`src/rtl/cdb_arbiter.sv`:
```
// Common data bus arbiter: per-producer result FIFOs drained one head per cycle
// by a round-robin arbiter into a registered CDB broadcast.
module cdb_arbiter #(
  parameter int N_REQ  = 3,
  parameter int DEPTH  = 2,
  parameter int TAG_W  = 4,
  parameter int DATA_W = 32
) (
  input  logic                    clk,
  input  logic                    rst_n,
  input  logic                    rdy,
  input  logic                    clear,
  input  logic [N_REQ-1:0]        req_en_i,
  input  logic [N_REQ*TAG_W-1:0]  req_tag_i,
  input  logic [N_REQ*DATA_W-1:0] req_data_i,
  output logic [N_REQ-1:0]        req_full_o,
  output logic                    cdb_en_o,
  output logic [TAG_W-1:0]        cdb_tag_o,
  output logic [DATA_W-1:0]       cdb_data_o,
  output logic [1:0]              cdb_src_o,
  output logic                    ovf_o,
  output logic                    idle_o
);
  localparam int PTR_W = $clog2(DEPTH);
  localparam int CNT_W = PTR_W + 1;
  localparam int ENT_W = TAG_W + DATA_W;

  logic [ENT_W-1:0]  mem_q [N_REQ][DEPTH];
  logic [ENT_W-1:0]  mem_d [N_REQ][DEPTH];
  logic [PTR_W-1:0]  wr_q  [N_REQ];
  logic [PTR_W-1:0]  wr_d  [N_REQ];
  logic [PTR_W-1:0]  rd_q  [N_REQ];
  logic [PTR_W-1:0]  rd_d  [N_REQ];
  logic [CNT_W-1:0]  cnt_q [N_REQ];
  logic [CNT_W-1:0]  cnt_d [N_REQ];
  logic [1:0]        rr_q, rr_d;
  logic              cdb_en_q, cdb_en_d;
  logic [TAG_W-1:0]  cdb_tag_q, cdb_tag_d;
  logic [DATA_W-1:0] cdb_data_q, cdb_data_d;
  logic [1:0]        cdb_src_q, cdb_src_d;
  logic              ovf_q, ovf_d;

  logic [N_REQ-1:0]  empty, push, pop;
  logic              win_vld;
  logic [1:0]        win_idx;
  logic [ENT_W-1:0]  head;

  always_comb begin
    for (int k = 0; k < N_REQ; k++) begin
      req_full_o[k] = (cnt_q[k] == CNT_W'(DEPTH));
      empty[k]      = (cnt_q[k] == '0);
    end
  end

  // Round-robin search starting at rr_q, based on occupancy before this edge.
  always_comb begin
    int cand;
    win_vld = 1'b0;
    win_idx = '0;
    cand    = 0;
    for (int i = 0; i < N_REQ; i++) begin
      cand = int'(rr_q) + i;
      if (cand >= N_REQ) cand = cand - N_REQ;
      if (!win_vld && !empty[cand]) begin
        win_vld = 1'b1;
        win_idx = 2'(cand);
      end
    end
  end

  always_comb begin
    head = '0;
    for (int k = 0; k < N_REQ; k++) begin
      pop[k]  = win_vld && (win_idx == 2'(k));
      push[k] = req_en_i[k] && !req_full_o[k];
      if (pop[k]) head = mem_q[k][rd_q[k]];
    end
  end

  always_comb begin
    mem_d      = mem_q;
    wr_d       = wr_q;
    rd_d       = rd_q;
    cnt_d      = cnt_q;
    rr_d       = rr_q;
    cdb_en_d   = cdb_en_q;
    cdb_tag_d  = cdb_tag_q;
    cdb_data_d = cdb_data_q;
    cdb_src_d  = cdb_src_q;
    ovf_d      = ovf_q;
    if (rdy) begin
      if (clear) begin
        for (int k = 0; k < N_REQ; k++) begin
          wr_d[k]  = '0;
          rd_d[k]  = '0;
          cnt_d[k] = '0;
        end
        rr_d       = '0;
        cdb_en_d   = 1'b0;
        cdb_tag_d  = '0;
        cdb_data_d = '0;
        cdb_src_d  = '0;
      end else begin
        for (int k = 0; k < N_REQ; k++) begin
          // A full FIFO drops the push even if it is popped this same cycle.
          if (req_en_i[k] && req_full_o[k]) ovf_d = 1'b1;
          if (push[k]) begin
            mem_d[k][wr_q[k]] = {req_tag_i[k*TAG_W +: TAG_W], req_data_i[k*DATA_W +: DATA_W]};
            wr_d[k]           = wr_q[k] + PTR_W'(1);
          end
          if (pop[k]) rd_d[k] = rd_q[k] + PTR_W'(1);
          cnt_d[k] = cnt_q[k] + CNT_W'(push[k]) - CNT_W'(pop[k]);
        end
        if (win_vld) begin
          cdb_en_d   = 1'b1;
          cdb_tag_d  = head[ENT_W-1 -: TAG_W];
          cdb_data_d = head[DATA_W-1:0];
          cdb_src_d  = win_idx;
          rr_d       = (int'(win_idx) == N_REQ - 1) ? 2'd0 : win_idx + 2'd1;
        end else begin
          cdb_en_d   = 1'b0;
          cdb_tag_d  = '0;
          cdb_data_d = '0;
          cdb_src_d  = '0;
        end
      end
    end
  end

  always_ff @(posedge clk or negedge rst_n) begin
    if (!rst_n) begin
      for (int k = 0; k < N_REQ; k++) begin
        wr_q[k]  <= '0;
        rd_q[k]  <= '0;
        cnt_q[k] <= '0;
      end
      rr_q       <= '0;
      cdb_en_q   <= 1'b0;
      cdb_tag_q  <= '0;
      cdb_data_q <= '0;
      cdb_src_q  <= '0;
      ovf_q      <= 1'b0;
    end else begin
      wr_q       <= wr_d;
      rd_q       <= rd_d;
      cnt_q      <= cnt_d;
      rr_q       <= rr_d;
      cdb_en_q   <= cdb_en_d;
      cdb_tag_q  <= cdb_tag_d;
      cdb_data_q <= cdb_data_d;
      cdb_src_q  <= cdb_src_d;
      ovf_q      <= ovf_d;
    end
  end

  // Entry storage carries no reset; occupancy is tracked by the counters alone.
  always_ff @(posedge clk) begin
    mem_q <= mem_d;
  end

  assign cdb_en_o   = cdb_en_q;
  assign cdb_tag_o  = cdb_tag_q;
  assign cdb_data_o = cdb_data_q;
  assign cdb_src_o  = cdb_src_q;
  assign ovf_o      = ovf_q;
  assign idle_o     = (&empty) && !cdb_en_q;

endmodule

```
`config.mk`:
```
export PLATFORM = sky130hd
export DESIGN_NAME = cdb_arbiter
export DESIGN_NICKNAME = d
export VERILOG_FILES = /design/src/rtl/cdb_arbiter.sv
export SDC_FILE = /design/constraint.sdc
export NUM_CORES = 1
export LEC_CHECK = 0
export ABC_AREA = 1
export CAP_MARGIN = 15
export CELL_PAD_IN_SITES_DETAIL_PLACEMENT = 1
export CELL_PAD_IN_SITES_GLOBAL_PLACEMENT = 2
export CORE_ASPECT_RATIO = 0.75
export CORE_MARGIN = 1
export CORE_UTILIZATION = 25
export DETAILED_ROUTE_END_ITERATION = 8
export GPL_ROUTABILITY_DRIVEN = 0
export GPL_TIMING_DRIVEN = 0
export PLACE_DENSITY = 0.71
export SLEW_MARGIN = 20
export SYNTH_ARGS = -nofsm -noshare
export SYNTH_HDL_FRONTEND = slang
export SYNTH_SLANG_ARGS = --single-unit
```
`constraint.sdc`:
```
create_clock -name clk -period 6.6 [get_ports clk]
set_clock_uncertainty 0.1 [all_clocks]
set_input_delay 1.32 -clock clk [delete_from_list [all_inputs] [get_ports clk]]
set_output_delay 1.32 -clock clk [all_outputs]
set_load 0.02 [all_outputs]
```
==> metrics.md, run 1 <==
| Metric | Value |
|---|---|
| Number of filler cells placed in the layout | `between 5000 and 6000` |
| Syn. warnings | `0` |
| Hold path cells | `1` |
| Post-Syn Area | `between 10000 and 15000 µm²` |
| Vias | `~8400` |
| Starting Density | `0.255` |
| Die width | `~250 µm` |
| Post-layout nets | `roughly 1500` |
| Top routing layer used | `met4` |
| P per Cell Area | `568 nW/µm²` |
| Commonest non-fill, non-tap cell in the layout | `nand2_1` |
| Hold Startpoint | `ovf_o$_DFFE_PN0P_` |
| Met3 routed WL | `1.38 mm` |
| TritonCTS buffer count | `30` |
| Initial antenna violation count | `0` |
| CP Launch Type | `input pin` |
| Vias in the first global route | `approximately 9000` |
| Syn Area/Cell | `10.2 µm²` |
| Max FO, Critical Path | `19` |
| Hold path endpoint | `ovf_o$_DFFE_PN0P_` |
| Final WL | `35.2 mm` |
| Fmax | `between 200 and 300 MHz` |
| Total grt overflow | `0` |
| Critical R2R Capture | `cnt_q[5]$_DFFE_PN0P_` |
| Netlist cell types | `33` |
| Top cells by area, synth | `edfxtp_1 (55%), nand2_1 (17%), dfrtp_1 (11%), inv_1 (3.0%), nand3_2 (2.5%)` |
| Drt pass-1 iters | `4` |
| TritonCTS Sinks | `270` |
| Count of pins over their slew limit | `0` |
| TNS Setup | `0 ns` |
| Synth area leader | `edfxtp_1` |
| Ys async rst share | `0.200` |
| Final hold violation count | `0` |
| Leakage | `roughly 0.0067 µW` |
| DRT met1 WL | `~16 mm` |
| Worst-Skew Late Latency | `~0.57 ns` |
| Layout cells sized above 1 | `0.107` |
| Pin count of the biggest net entering global routing | `42` |
| Clock slew at reported path FFs | `0.07 ns` |
| Post-synthesis net count | `about 1300` |
| Height of the die | `between 150 and 200 µm` |
| FF-to-FF Start | `rr_q[1]$_DFFE_PN0P_` |
| Critical path type | `input pin to flop` |
| Post-Layout Cell Count | `about 2000` |
| Worst path required time | `slightly below 7 ns` |
| # placed instances | `1951` |
| Wirelength per Cell | `17.5 µm` |
| Total core area | `46400 µm²` |
| Crit share post-route | `0.565` |
| Area grow syn2layout | `31.2%` |
| Routed vias/inst | `about 4.2` |
| Row count | `just under 70` |
| Number of synthesized flops with an enable pin | `216` |
| Total GRT Usage | `0.148` |
| # Post-CTS Setup Buffers | `0` |
| CTS max path bufs | `3` |
| Hpwl dp | `around 26 mm` |
| Post-route ant nets | `0` |
| Worst min-delay path category | `flop to flop` |
| Status | `complete, no violations` |
| R2r setup slk | `roughly 3.7 ns` |
| Measured slew at the worst slew-check pin | `between 0.7 and 0.8 ns` |
| MaxCap Viol Count | `0` |
| DR DRC count | `0` |
| TritonCTS clock tree | `built` |
| Final number of setup-violating endpoints | `0` |
| Syn Inst Count | `about 1200` |
| Ys flop type | `edfxtp_1` |
| Seq/Total Area, Yosys | `0.662` |
| Clock H-tree levels | `1` |
| First-pass GRT wire length | `53.3 mm` |
| Die area | `between 40000 and 50000 µm²` |
| Ports | `between 150 and 200` |
| Root Driver | `clkbuf_16` |
| Minimum clock period | `about 3.7 ns` |
| VDD IR max | `approximately 0.00026 V` |
| Cts hold-fix bufs | `0` |
| Met2 wire len | `about 17 mm` |
| Port Buffer Count | `157` |
| Seq cells post-synth | `270` |
| Rel. slew slack | `0.497` |
| DRT iter0 DRCs | `between 300 and 400` |
| CTS resizes | `0` |
| FF-to-FF path depth | `17` |
| Crit end category | `flop` |
| Commonest cells after routing, fill and taps aside | `nand2_1 (540), edfxtp_1 (216), clkdlybuf4s50_1 (156)` |
| Post-synth top area share | `0.548` |
| Arrival time at the worst endpoint | `3.90 ns` |
| RSZ-0062 raised after global routing | `false` |
## synth_stat cells, types with 2 or more instances
cell,count
nand3_2,30
nand2_2,6
inv_1,95
dfrtp_1,54
o21ai_0,23
buf_12,2
o21ai_1,26
nand3_1,48
o211ai_1,3
clkbuf_1,26
nand4_2,2
nor2_4,2
buf_1,6
buf_6,10
inv_2,9
or2_2,3
nand2_4,2
nand4_1,3
nand2_1,540
a21oi_1,2
buf_4,6
o22ai_1,5
xor2_1,3
edfxtp_1,216
nor2_1,14
buf_2,6
ha_1,9
## how the worst max path moves through the flow
stage,from,to,slack (ns),cells past startpoint
4_1_cts,clear,mem_q[24]$_DFFE_PP_,2.83,6
3_3_place_gp,clear,mem_q[188]$_DFFE_PP_,0.16,5
6_report,clear,mem_q[24]$_DFFE_PP_,2.87,6
2_1_floorplan,rdy,mem_q[0]$_DFFE_PP_,2.25,6
3_5_place_dp,clear,mem_q[13]$_DFFE_PP_,2.22,6
5_1_grt,clear,mem_q[24]$_DFFE_PP_,2.75,6
## per-layer routing
metal | track usage | vias to the layer above
li1 | - | 4147
met1 | 0.200 | 4101
met2 | 0.251 | 132
met3 | 0.0269 | 33
met4 | 0.0200 | 0
met5 | 0 | -
## critical path: stages
cell             delay [ns]
clkdlybuf4s50_1        0.51
nor2_1                 0.62
inv_1                  0.21
or2_2                  0.41
nor2_4                 0.57
buf_16                 0.24
## state kept, by name (all words and copies together), names as in the netlist
signal,count
cdb_data_o,32
cdb_en_o,1
cdb_src_o,2
cdb_tag_o,4
cnt_q,6
mem_q,216
ovf_o,1
rd_q,3
rr_q,2
wr_q,3
## report_power, final
part | internal [µW] | total, µW | switching (µW)
clock | 1150 | 1870 | 724
combinational | 1640 | 4740 | 3110
sequential | 2070 | 2210 | 143
total | 4850 | 8820 | 3970
## stage by stage
stage               hold slack [ns]  setup slack, ns  area, µm²  power (µW)  utilization
floorplan                     0.380             2.25      11800        5400            -
global placement              0.344            0.155      14200        7050        0.306
detailed placement            0.351             2.22      14400        7130        0.311
CTS                           0.367             2.83      15500        9060        0.335
global route                  0.402             2.75      15500        9600        0.335
finish                        0.361             2.87      15500        8820        0.335
## area by class of cell
class / instances / area (µm²) / share of cell area
repair buffers: 164 / 1750 / 0.112
well taps: 630 / 788 / 0.0508
multi-input cells: 727 / 3300 / 0.213
clock inverters: 18 / 260 / 0.0168
diodes: 1 / 2.50 / 0.000161
plain buffers: 56 / 348 / 0.0224
inverters: 104 / 390 / 0.0251
clock buffers: 38 / 851 / 0.0548
flip-flops and latches: 270 / 7840 / 0.505
## kinds of logic (layout without fill, tap and decap cells)
kind of cell,count (synthesis),after routing,share of synthesized area
other,0,1,0
flip-flops,270,270,0.662
adder cells (fa/ha/maj),9,9,0.00951
XOR/XNOR,4,4,0.00296
AND/OR/NAND/NOR,652,652,0.235
buffers and inverters,160,380,0.0624
AO/OA/AOI/OAI,62,62,0.0283
No activity file was read; power rests on OpenSTA's default activity.
==> inputs of run 2 (changes only) <==
Clock period 6.6 ns to 3.8 ns, I/O delays scaled along.
==> run 2 against run 1 <==
Compared with the run above:
- utilization is essentially flat
- power grew 74%
- clock power grew 74%
- global-route usage is the same
- die area is the same
- setup slack lost 2.2 ns
- first-iteration DRC count shrank 9.9%
- critical endpoint unchanged
- largest power group unchanged
==> metrics.md, run 2 (same netlist as run 1, synthesis figures left out) <==
| Metric | Value |
|---|---|
| GRT met1 Usage | `0.200 (unchanged)` |
| CP Launch Type | `input pin (unchanged)` |
| Final WL | `35.2 mm (about the same)` |
| Vias | `8421 (was 8413)` |
| Post-layout nets | `1478 (was 1477)` |
| Arrival time at the worst endpoint | `3.34 ns (was 3.90 ns)` |
| Worst-Skew Late Latency | `0.57 ns (about the same)` |
| Ports | `159 (unchanged)` |
| Number of filler cells placed in the layout | `5148 (was 5147)` |
| WHS | `0.361 ns (about the same)` |
| Total grt overflow | `0 (unchanged)` |
| FF-to-FF path depth | `17 (unchanged)` |
| Worst min-delay path category | `flop to flop (unchanged)` |
| Minimum clock period | `about 3.2 ns` |
| Final hold violation count | `0 (unchanged)` |
| Wirelength per Cell | `17.5 µm (about the same)` |
| Commonest non-fill, non-tap cell in the layout | `nand2_1 (unchanged)` |
| Root Driver | `clkbuf_16 (unchanged)` |
| Hold path endpoint | `ovf_o$_DFFE_PN0P_ (unchanged)` |
| Measured slew at the worst slew-check pin | `0.741 ns (was 0.755 ns)` |
| Flip-flop and latch area | `7840 µm² (unchanged)` |
| Rel. slew slack | `0.506 (was 0.497)` |
| Worst Setup SP | `clear (unchanged)` |
| Vias in the first global route | `8973 (was 8975)` |
| RSZ-0062 raised after global routing | `false (unchanged)` |
| TNS Setup | `0 ns (unchanged)` |
| Crit share post-route | `0.835` |
| VDD IR max | `0.000456 V (was 0.000264 V)` |
| TritonCTS clock tree | `built (unchanged)` |
| Total power | `15300 µW (was 8820 µW)` |
| Critical path type | `input pin to flop (unchanged)` |
| CTS resizes | `0 (unchanged)` |
| Slowest CP cell | `nor2_1 (unchanged)` |
| Area grow syn2layout | `31.3% (was 31.2%)` |
| Commonest cells after routing, fill and taps aside | `nand2_1 (540), edfxtp_1 (216), clkdlybuf4s50_1 (156) (unchanged)` |
| Pin count of the biggest net entering global routing | `42 (unchanged)` |
| CP Buf/Inv Count | `3 (unchanged)` |
| Drt pass-1 iters | `4 (unchanged)` |
| First-pass GRT wire length | `53.3 mm (unchanged)` |
| TritonCTS buffer count | `30 (unchanged)` |
| Layout cells sized above 1 | `0.107 (about the same)` |
| MaxCap Viol Count | `0 (unchanged)` |
| Ant. Diodes | `0 (was 1)` |
| Count of pins over their slew limit | `0 (unchanged)` |
| Status | `complete, no violations (unchanged)` |
| Hold path cells | `1 (unchanged)` |
| Post-route ant nets | `0 (unchanged)` |
| Hold Startpoint | `ovf_o$_DFFE_PN0P_ (unchanged)` |
| FF-to-FF Start | `rr_q[1]$_DFFE_PN0P_ (unchanged)` |
| Height of the die | `190 µm (unchanged)` |
| Starting Density | `0.255 (unchanged)` |
| TritonCTS Sinks | `270 (unchanged)` |
| Critical path, cell by cell | `clkdlybuf4s50_1 -> nor2_1 -> inv_1 -> or2_2 -> nor2_4 -> buf_16 (unchanged)` |
| Crit end category | `flop (unchanged)` |
| Max FFs per register | `216 (unchanged)` |
| Final number of setup-violating endpoints | `0 (unchanged)` |
| Cell family with most CP delay | `simple AND/OR/NAND/NOR gates (unchanged)` |
| Fmax | `315 MHz` |
| Clock H-tree levels | `1 (unchanged)` |
| Total core area | `46400 µm² (unchanged)` |
| Routed vias/inst | `4.19 (about the same)` |
| P per Cell Area | `987 nW/µm² (was 568 nW/µm²)` |
| Met3 Usage GRT | `0.0269 (unchanged)` |
| Total GRT Usage | `0.148 (unchanged)` |
| Max FO, Critical Path | `19 (unchanged)` |
| CTS max path bufs | `3 (unchanged)` |
| Critical R2R Capture | `cnt_q[5]$_DFFE_PN0P_ (unchanged)` |
| Post-layout util | `0.335 (about the same)` |
| Port Buffer Count | `157 (unchanged)` |
| R2r setup slk | `0.86 ns (was 3.66 ns)` |
| Initial antenna violation count | `0 (unchanged)` |
| Row count | `68 (unchanged)` |
| Clock slew at reported path FFs | `0.07 ns (about the same)` |
| DRT iter0 DRCs | `347 (was 385)` |
| Die area | `48200 µm² (unchanged)` |
| Worst path max stage delay | `0.61 ns (was 0.62 ns)` |
| Leakage | `0.00669 µW (was 0.00668 µW)` |
| Worst path required time | `3.97 ns (was 6.77 ns)` |
| Met2 Use GR | `0.251 (unchanged)` |
| Die width | `253 µm (unchanged)` |
| GRT busiest layer | `met2 (unchanged)` |
| Hpwl dp | `26.4 mm (unchanged)` |
| Multi-input logic area | `3300 µm² (unchanged)` |
| DR DRC count | `0 (unchanged)` |
| Largest Register | `mem_q (unchanged)` |
-- run 2: cell types whose count changed in the layout (fill, tap and decap cells not counted) --
| cell | change |
|---|---|
| diode_2 | -1 |
| dlygate4sd3_1 | +1 |
-- run 2: per-layer routing --
layer  up-vias  wire (µm)
met5         -          0
met2       126      16900
met1      4112      16600
met4         0        404
met3        33       1270
li1       4150          -
-- run 2: repair_timing --
action | CTS | global route
endpoints found under the hold margin | 13 | 0
hold buffers | 1 | 0
buffers inserted | 0 | 0
setup endpoints to repair | 0 | 0
-- run 2: worst max-delay path by stage --
| stage | endpoint | slack (ns) | cells past startpoint |
|---|---|---|---|
| detailed placement | mem_q[13]$_DFFE_PP_ | -0.02 | 6 |
| finish | mem_q[24]$_DFFE_PP_ | 0.63 | 6 |
| global placement | mem_q[188]$_DFFE_PP_ | -2.08 | 5 |
| global route | mem_q[24]$_DFFE_PP_ | 0.51 | 6 |
| floorplan | mem_q[0]$_DFFE_PP_ | 0.007 | 6 |
| CTS | mem_q[24]$_DFFE_PP_ | 0.59 | 6 |
-- run 2: layout make-up --
cell class / instances / area share
clock buffer: 38 / 0.0548
timing repair buffer: 165 / 0.113
clock inverter: 18 / 0.0168
tap: 630 / 0.0507
multi-input combinational: 727 / 0.213
sequential: 270 / 0.504
inverter: 104 / 0.0251
buffer: 56 / 0.0224
-- run 2: report_power, final --
| group | switching, µW | internal [µW] | total, µW |
|---|---|---|---|
| logic | 5390 | 2850 | 8240 |
| registers | 247 | 3590 | 3840 |
| clock network | 1260 | 1990 | 3250 |
-- run 2: through the flow --
stage	cell area, µm²	setup WS, ns	instances
after floorplan	11800	0.00731	1157
after global placement	14200	-2.08	1944
after detailed placement	14400	-0.0198	1951
after CTS	15500	0.595	2008
after global routing	15500	0.508	2008
final	15500	0.627	2008
-- run 2: worst register-to-register path, delay by kind of cell, from the launching register on --
family	cells	cell delay, ns
buffers and inverters	5	0.81
adder cells (fa/ha/maj)	3	0.67
AO/OA/AOI/OAI	1	0.06
AND/OR/NAND/NOR	8	0.78
flip-flops	1	0.40
